## config.mk

```make
export PLATFORM = sky130hd
export DESIGN_NAME = cmutex_merge_rr_q
export DESIGN_NICKNAME = d
export VERILOG_FILES = /design/src/rtl/cmutex_merge_rr_q.sv
export SDC_FILE = /design/constraint.sdc
export NUM_CORES = 1
export LEC_CHECK = 0
export CAP_MARGIN = 25
export CORE_UTILIZATION = 40
export CTS_CLUSTER_SIZE = 14
export DETAILED_ROUTE_END_ITERATION = 8
export DONT_BUFFER_PORTS = 1
export PLACE_DENSITY_LB_ADDON = 0.25
export SLEW_MARGIN = 20
export SYNTH_ARGS = -nofsm -noshare
export SYNTH_HDL_FRONTEND = slang
export SYNTH_SLANG_ARGS = --single-unit
```

## constraint.sdc

```tcl
create_clock -name clk -period 2.5 [get_ports clk]
set_input_delay 0.5 -clock clk [delete_from_list [all_inputs] [get_ports clk]]
set_output_delay 0.5 -clock clk [all_outputs]
set_load 0.02 [all_outputs]
```

## src/rtl/cmutex_merge_rr_q.sv

```systemverilog
// N-channel mutex merge with an internal output queue.
// Producers raise one-cycle i_drive pulses. Each request waits as a pending bit until
// it wins arbitration. The winner's data is pushed into the queue and the producer is
// acknowledged with a one-cycle o_free. The output side presents one queue entry at a
// time with a one-cycle o_driveNext, and pops that entry when i_freeNext arrives.
//
//   state   | meaning
//   --------+-------------------------------------------------------------
//   ST_IDLE | nothing is presented; load the head when the queue is non-empty
//   ST_WAIT | o_data holds the head; wait for the consumer's i_freeNext
module cmutex_merge_rr_q #(
  parameter int NCH     = 2,
  parameter int WIDTH   = 35,
  parameter int DEPTH   = 4,
  parameter int RR_MODE = 1
) (
  input  logic                       clk,
  input  logic                       rstn,
  input  logic [NCH-1:0]             i_drive,
  input  logic [NCH*WIDTH-1:0]       i_data,
  output logic [NCH-1:0]             o_free,
  output logic                       o_driveNext,
  output logic [WIDTH-1:0]           o_data,
  input  logic                       i_freeNext,
  output logic [$clog2(DEPTH+1)-1:0] o_count,
  output logic                       o_err
);

  localparam int CW = $clog2(DEPTH + 1);
  localparam int AW = $clog2(DEPTH);
  localparam int LW = $clog2(NCH);
  localparam logic [CW-1:0] FULL_C     = CW'(DEPTH);
  localparam logic [LW-1:0] LAST_RST_C = LW'(NCH - 1);

  typedef enum logic {ST_IDLE, ST_WAIT} state_t;

  state_t            r_state;
  state_t            w_state_nxt;
  logic [NCH-1:0]    r_pending;
  logic [LW-1:0]     r_last;
  logic [WIDTH-1:0]  r_mem [DEPTH];
  logic [AW-1:0]     r_wptr;
  logic [AW-1:0]     r_rptr;
  logic [CW-1:0]     r_count;
  logic [NCH-1:0]    r_free;
  logic              r_drive_next;
  logic [WIDTH-1:0]  r_data;
  logic              r_err;

  logic              w_hi_found;
  logic [LW-1:0]     w_hi_idx;
  logic              w_lo_found;
  logic [LW-1:0]     w_lo_idx;
  logic [LW-1:0]     w_winner;
  logic              w_grant;
  logic [NCH-1:0]    w_grant_vec;
  logic [WIDTH-1:0]  w_win_data;
  logic              w_load;
  logic              w_pop;
  logic              w_free_err;
  logic              w_drive_err;

  // Winner search: lowest pending index overall, and lowest pending index above last.
  // Round-robin takes the one above last when it exists, otherwise wraps to the lowest.
  always_comb begin
    w_hi_found = 1'b0;
    w_hi_idx   = '0;
    w_lo_found = 1'b0;
    w_lo_idx   = '0;
    for (int k = NCH - 1; k >= 0; k--) begin
      if (r_pending[k]) begin
        w_lo_found = 1'b1;
        w_lo_idx   = LW'(k);
        if (LW'(k) > r_last) begin
          w_hi_found = 1'b1;
          w_hi_idx   = LW'(k);
        end
      end
    end
    w_winner = ((RR_MODE != 0) && w_hi_found) ? w_hi_idx : w_lo_idx;
    // Registered count only: a pop on this edge does not open a slot until the next one.
    w_grant  = w_lo_found && (r_count < FULL_C);
  end

  // Decode the grant to a one-hot vector and select the winner's data slice.
  always_comb begin
    w_grant_vec = '0;
    w_win_data  = '0;
    for (int k = 0; k < NCH; k++) begin
      if (w_winner == LW'(k)) begin
        w_grant_vec[k] = w_grant;
        w_win_data     = i_data[k*WIDTH +: WIDTH];
      end
    end
  end

  // A request on a channel that is still pending is dropped and flagged.
  assign w_drive_err = |(i_drive & r_pending);

  // Output FSM next-state and control.
  always_comb begin
    w_state_nxt = r_state;
    w_load      = 1'b0;
    w_pop       = 1'b0;
    w_free_err  = 1'b0;
    case (r_state)
      ST_IDLE: begin
        if (i_freeNext) begin
          w_free_err = 1'b1;
        end
        if (r_count != '0) begin
          w_load      = 1'b1;
          w_state_nxt = ST_WAIT;
        end
      end
      ST_WAIT: begin
        if (i_freeNext) begin
          w_pop       = 1'b1;
          w_state_nxt = ST_IDLE;
        end
      end
      default: w_state_nxt = ST_IDLE;
    endcase
  end

  // Output FSM state register.
  always_ff @(posedge clk or negedge rstn) begin
    if (!rstn) begin
      r_state <= ST_IDLE;
    end else begin
      r_state <= w_state_nxt;
    end
  end

  // Pending bits, arbitration pointer and acknowledge pulses.
  always_ff @(posedge clk or negedge rstn) begin
    if (!rstn) begin
      r_pending <= '0;
      r_last    <= LAST_RST_C;
      r_free    <= '0;
    end else begin
      r_pending <= (r_pending & ~w_grant_vec) | (i_drive & ~r_pending);
      r_free    <= w_grant_vec;
      if (w_grant && (RR_MODE != 0)) begin
        r_last <= w_winner;
      end
    end
  end

  // Queue storage; contents need no reset because the pointers define validity.
  always_ff @(posedge clk) begin
    if (w_grant) begin
      r_mem[r_wptr] <= w_win_data;
    end
  end

  // Queue pointers and occupancy.
  always_ff @(posedge clk or negedge rstn) begin
    if (!rstn) begin
      r_wptr  <= '0;
      r_rptr  <= '0;
      r_count <= '0;
    end else begin
      if (w_grant) begin
        r_wptr <= r_wptr + AW'(1);
      end
      if (w_pop) begin
        r_rptr <= r_rptr + AW'(1);
      end
      case ({w_grant, w_pop})
        2'b10:   r_count <= r_count + CW'(1);
        2'b01:   r_count <= r_count - CW'(1);
        default: r_count <= r_count;
      endcase
    end
  end

  // Output presentation and the sticky protocol-error flag.
  always_ff @(posedge clk or negedge rstn) begin
    if (!rstn) begin
      r_drive_next <= 1'b0;
      r_data       <= '0;
      r_err        <= 1'b0;
    end else begin
      r_drive_next <= w_load;
      if (w_load) begin
        r_data <= r_mem[r_rptr];
      end
      r_err <= r_err | w_drive_err | w_free_err;
    end
  end

  assign o_free      = r_free;
  assign o_driveNext = r_drive_next;
  assign o_data      = r_data;
  assign o_count     = r_count;
  assign o_err       = r_err;

endmodule

```

==> results.sh <==
export IMPL_ir_worst_vdd_v=0.0007913
export IMPL_vias=3285
export IMPL_end_kind="flip-flop"
export IMPL_clockBufferDepth=2
export IMPL_outcome="complete, no violations"
export IMPL_relSlewSlack=0.7109
export IMPL_clockRootBuffer="clkbuf_16"
export IMPL_fin_tns_setup_ns=0
export IMPL_grt_pass1_wl_mm=21.05
export IMPL_synthXorXnorAreaFrac=0.006928
export IMPL_io_pins=117
export IMPL_area_delta_synth_final_pct=12.97
export IMPL_die_x_um=139.7
export IMPL_numCtsBuffers=17
export IMPL_synth_compound_area_frac=0.006598
export IMPL_drive_above_1_share=0.3896
export IMPL_ant_nets=0
export IMPL_insertion_delay_ns=0.42
export IMPL_cellLeakagePower_nw=3.008
export IMPL_synth_top_family_by_area="multiplexers"
export IMPL_routed_wirelength_mm=13.56
export IMPL_instances_no_fill=614
export IMPL_start_util=0.4151
export IMPL_ys_ff_latch=190
export IMPL_wl_per_cell_um=22.09
export IMPL_synthAdderAreaFrac=0.01089
export IMPL_yosys_area_share_simple=0.01320
export IMPL_antenna_cells=0
export IMPL_place_inst=580
export IMPL_rsz0062_at_grt="false"
export IMPL_hp_class="in2reg"
export IMPL_fillers=1535
export IMPL_busiest_layer="met2"
export IMPL_grt_max_degree=51
export IMPL_grt_use_total=0.1496
export IMPL_worstPathArrival_ns=2.27
export IMPL_reg2reg_depth=9
export IMPL_startpoint_type="flip-flop"
export IMPL_yosysSeqAreaShare=0.7194
export IMPL_holdPathStages=2
export IMPL_cts_sink_count=190
export IMPL_power_density_nw_per_um2=1415
export IMPL_dr_pass1_iters=4
export IMPL_path_max_fanout=5
export IMPL_setup_viol=0
export IMPL_crit_type="reg2reg"
export IMPL_io_buffers=0
export IMPL_htree_levels=4
export IMPL_max_freq_mhz=519.7
export IMPL_fp_row_count=49
export IMPL_avgSynthCellArea_um2=21.19
export IMPL_tritoncts="yes"
export IMPL_vias_per_cell=5.350
export IMPL_fin_crit_ns=1.924
export IMPL_drv_cap=0
export IMPL_gp_congestion=0.7621
export IMPL_grt_antenna_before_repair=0
export IMPL_post_route_period_util=0.7696
export IMPL_drtIter0Drc=149
export IMPL_worstMarginPinSlew_ns=0.4337
export IMPL_hold_viol=0
export IMPL_synth_nets=439
export IMPL_fin_ws_ns=0.5759
export IMPL_dieArea_um2=19520
export IMPL_global_route_usage_met2=0.2429
export IMPL_fin_nets=453
export IMPL_use_met3=0.04233
export IMPL_use_met1=0.1900
export IMPL_ys_warn_count=0
export IMPL_remaining_drc_errors=0
export IMPL_die_h_um=139.7
export IMPL_muxShareOfSynthArea=0.2247
export IMPL_path_clk_slew_ns=0.07
export IMPL_netlist_area_um2=7585
export IMPL_place_ws_ns=0.6070
export IMPL_ys_types=29
export IMPL_report_final_slew_viol_count=0
export IMPL_hpwl_mm=7.874
export IMPL_core_um2=18270
export IMPL_grt_pass1_vias=3658
export IMPL_post_cts_buffers=0
export IMPL_finClkSkew_ns=0.008715
export IMPL_cp_required_ns=2.85
export IMPL_syn_instance_count=358
export IMPL_grt_ovfl_total=0
-- critical path, cell delays in order, from the launching register on --
cell and delay (ns):
dfrtp_1 0.44, nor2_1 0.12, nor2_1 0.09, inv_1 0.16, ha_1 0.21, inv_1 0.06
fa_1 0.37, xor2_1 0.15, nor2_1 0.11, xnor2_1 0.12
-- path summary, 6_finish.rpt --
| path | startpoint | endpoint | slack [ns] |
|---|---|---|---|
| worst max-delay path | r_pending[0] | o_count[2] | 0.58 |
| min in group asynchronous | rstn | o_data[12] | 0.63 |
| worst min-delay path | i_drive[1] | o_err | 0.20 |
| max in group asynchronous | rstn | r_last | 1.57 |
| worst min register to register | r_last | r_last | 0.54 |
| worst max register to register | r_pending[0] | o_count[2] | 0.58 |
-- metrics by stage --
| stage | area [um^2] | hold slack, ns | util | total power, mW |
|---|---|---|---|---|
| 4_1_cts | 8568 | 0.1718 | 0.4690 | 12.33 |
| 6_report | 8568 | 0.1974 | 0.4690 | 12.13 |
| 3_3_place_gp | 7945 | 0.2057 | 0.4349 | 9.491 |
| 2_1_floorplan | 7585 | 0.2044 | - | 8.516 |
| 3_5_place_dp | 7945 | 0.2058 | 0.4349 | 9.636 |
| 5_1_grt | 8568 | 0.1860 | 0.4690 | 12.77 |
-- power by group --
| group | switching (mW) | internal [mW] | total [mW] |
|---|---|---|---|
| sequential | 0.988 | 4.84 | 5.83 |
| combinational | 1.69 | 1.95 | 3.64 |
| clock | 1.17 | 1.49 | 2.66 |
| total | 3.85 | 8.28 | 12.1 |
-- registers in the layout, summed over array words and instances (netlist names) --
| register | flops |
|---|---|
| o_count | 3 |
| o_data | 35 |
| o_driveNext | 1 |
| o_err | 1 |
| o_free | 2 |
| r_last | 1 |
| r_mem | 140 |
| r_pending | 2 |
| r_rptr | 2 |
| r_state | 1 |
| r_wptr | 2 |
-- cell usage after synthesis, drive strengths merged --
cell    number  area share
nor4         1     0.00083
dfrtp       49        0.16
o21ai        1     0.00066
edfxtp     140        0.55
nand2b       1     0.00083
nor2         9      0.0045
ha           5      0.0082
xor2         2      0.0023
dfstp        1      0.0035
and2         6      0.0049
xnor2        4      0.0046
a31oi        2      0.0036
clkbuf       2     0.00099
buf         14       0.014
mux2        71        0.12
nand3        1     0.00066
mux4        35        0.11
a21boi       1     0.00099
inv          7      0.0035
fa           1      0.0026
a21oi        2      0.0013
nand2        3      0.0015
-- placed cells by master, fill, tap and decap left out, drive strengths merged, types with 2 or more instances in the layout --
cell type	netlist	layout
xor2	2	2
inv	7	13
mux2	71	71
edfxtp	140	140
nor2	9	9
clkinv	0	3
clkbuf	2	17
xnor2	4	4
ha	5	5
and2	6	6
bufinv	0	2
a21oi	2	2
buf	14	10
dfrtp	49	49
clkinvlp	0	4
a31oi	2	2
nand2	3	3
mux4	35	35
-- per-layer routing --
layer / vias to the layer above / routed length, um
li1: 1442 / -
met5: - / 0
met3: 10 / 620
met2: 94 / 6575
met1: 1739 / 6222
met4: 0 / 146
-- cell type report --
type                    instances  area (um^2)  share of cell area
clock buffers                  17        425.4             0.04965
clock inverters                15        160.2             0.01869
inverters                       7        26.28            0.003067
multi-input cells             145         2006              0.2341
flip-flops and latches        190         5459              0.6371
well taps                     229        286.5             0.03344
repair buffers                 11        205.2             0.02395
-- timing repair --
| item | 4_1_cts | 5_1_grt |
|---|---|---|
| hold buffers | 2 | 0 |
| endpoints found under the hold margin | 50 | 0 |
| gates resized for setup | 0 | 0 |
-- logic make-up (layout without fill, tap and decap cells) --
| group | after synthesis | count (layout) |
|---|---|---|
| fa+ha+maj | 6 | 6 |
| flops | 190 | 190 |
| buf+inv | 23 | 50 |
| mux | 106 | 106 |
| compound gates | 6 | 6 |
| simple gates | 21 | 21 |
| xor+xnor | 6 | 6 |
No activity file was read; power rests on OpenSTA's default activity.
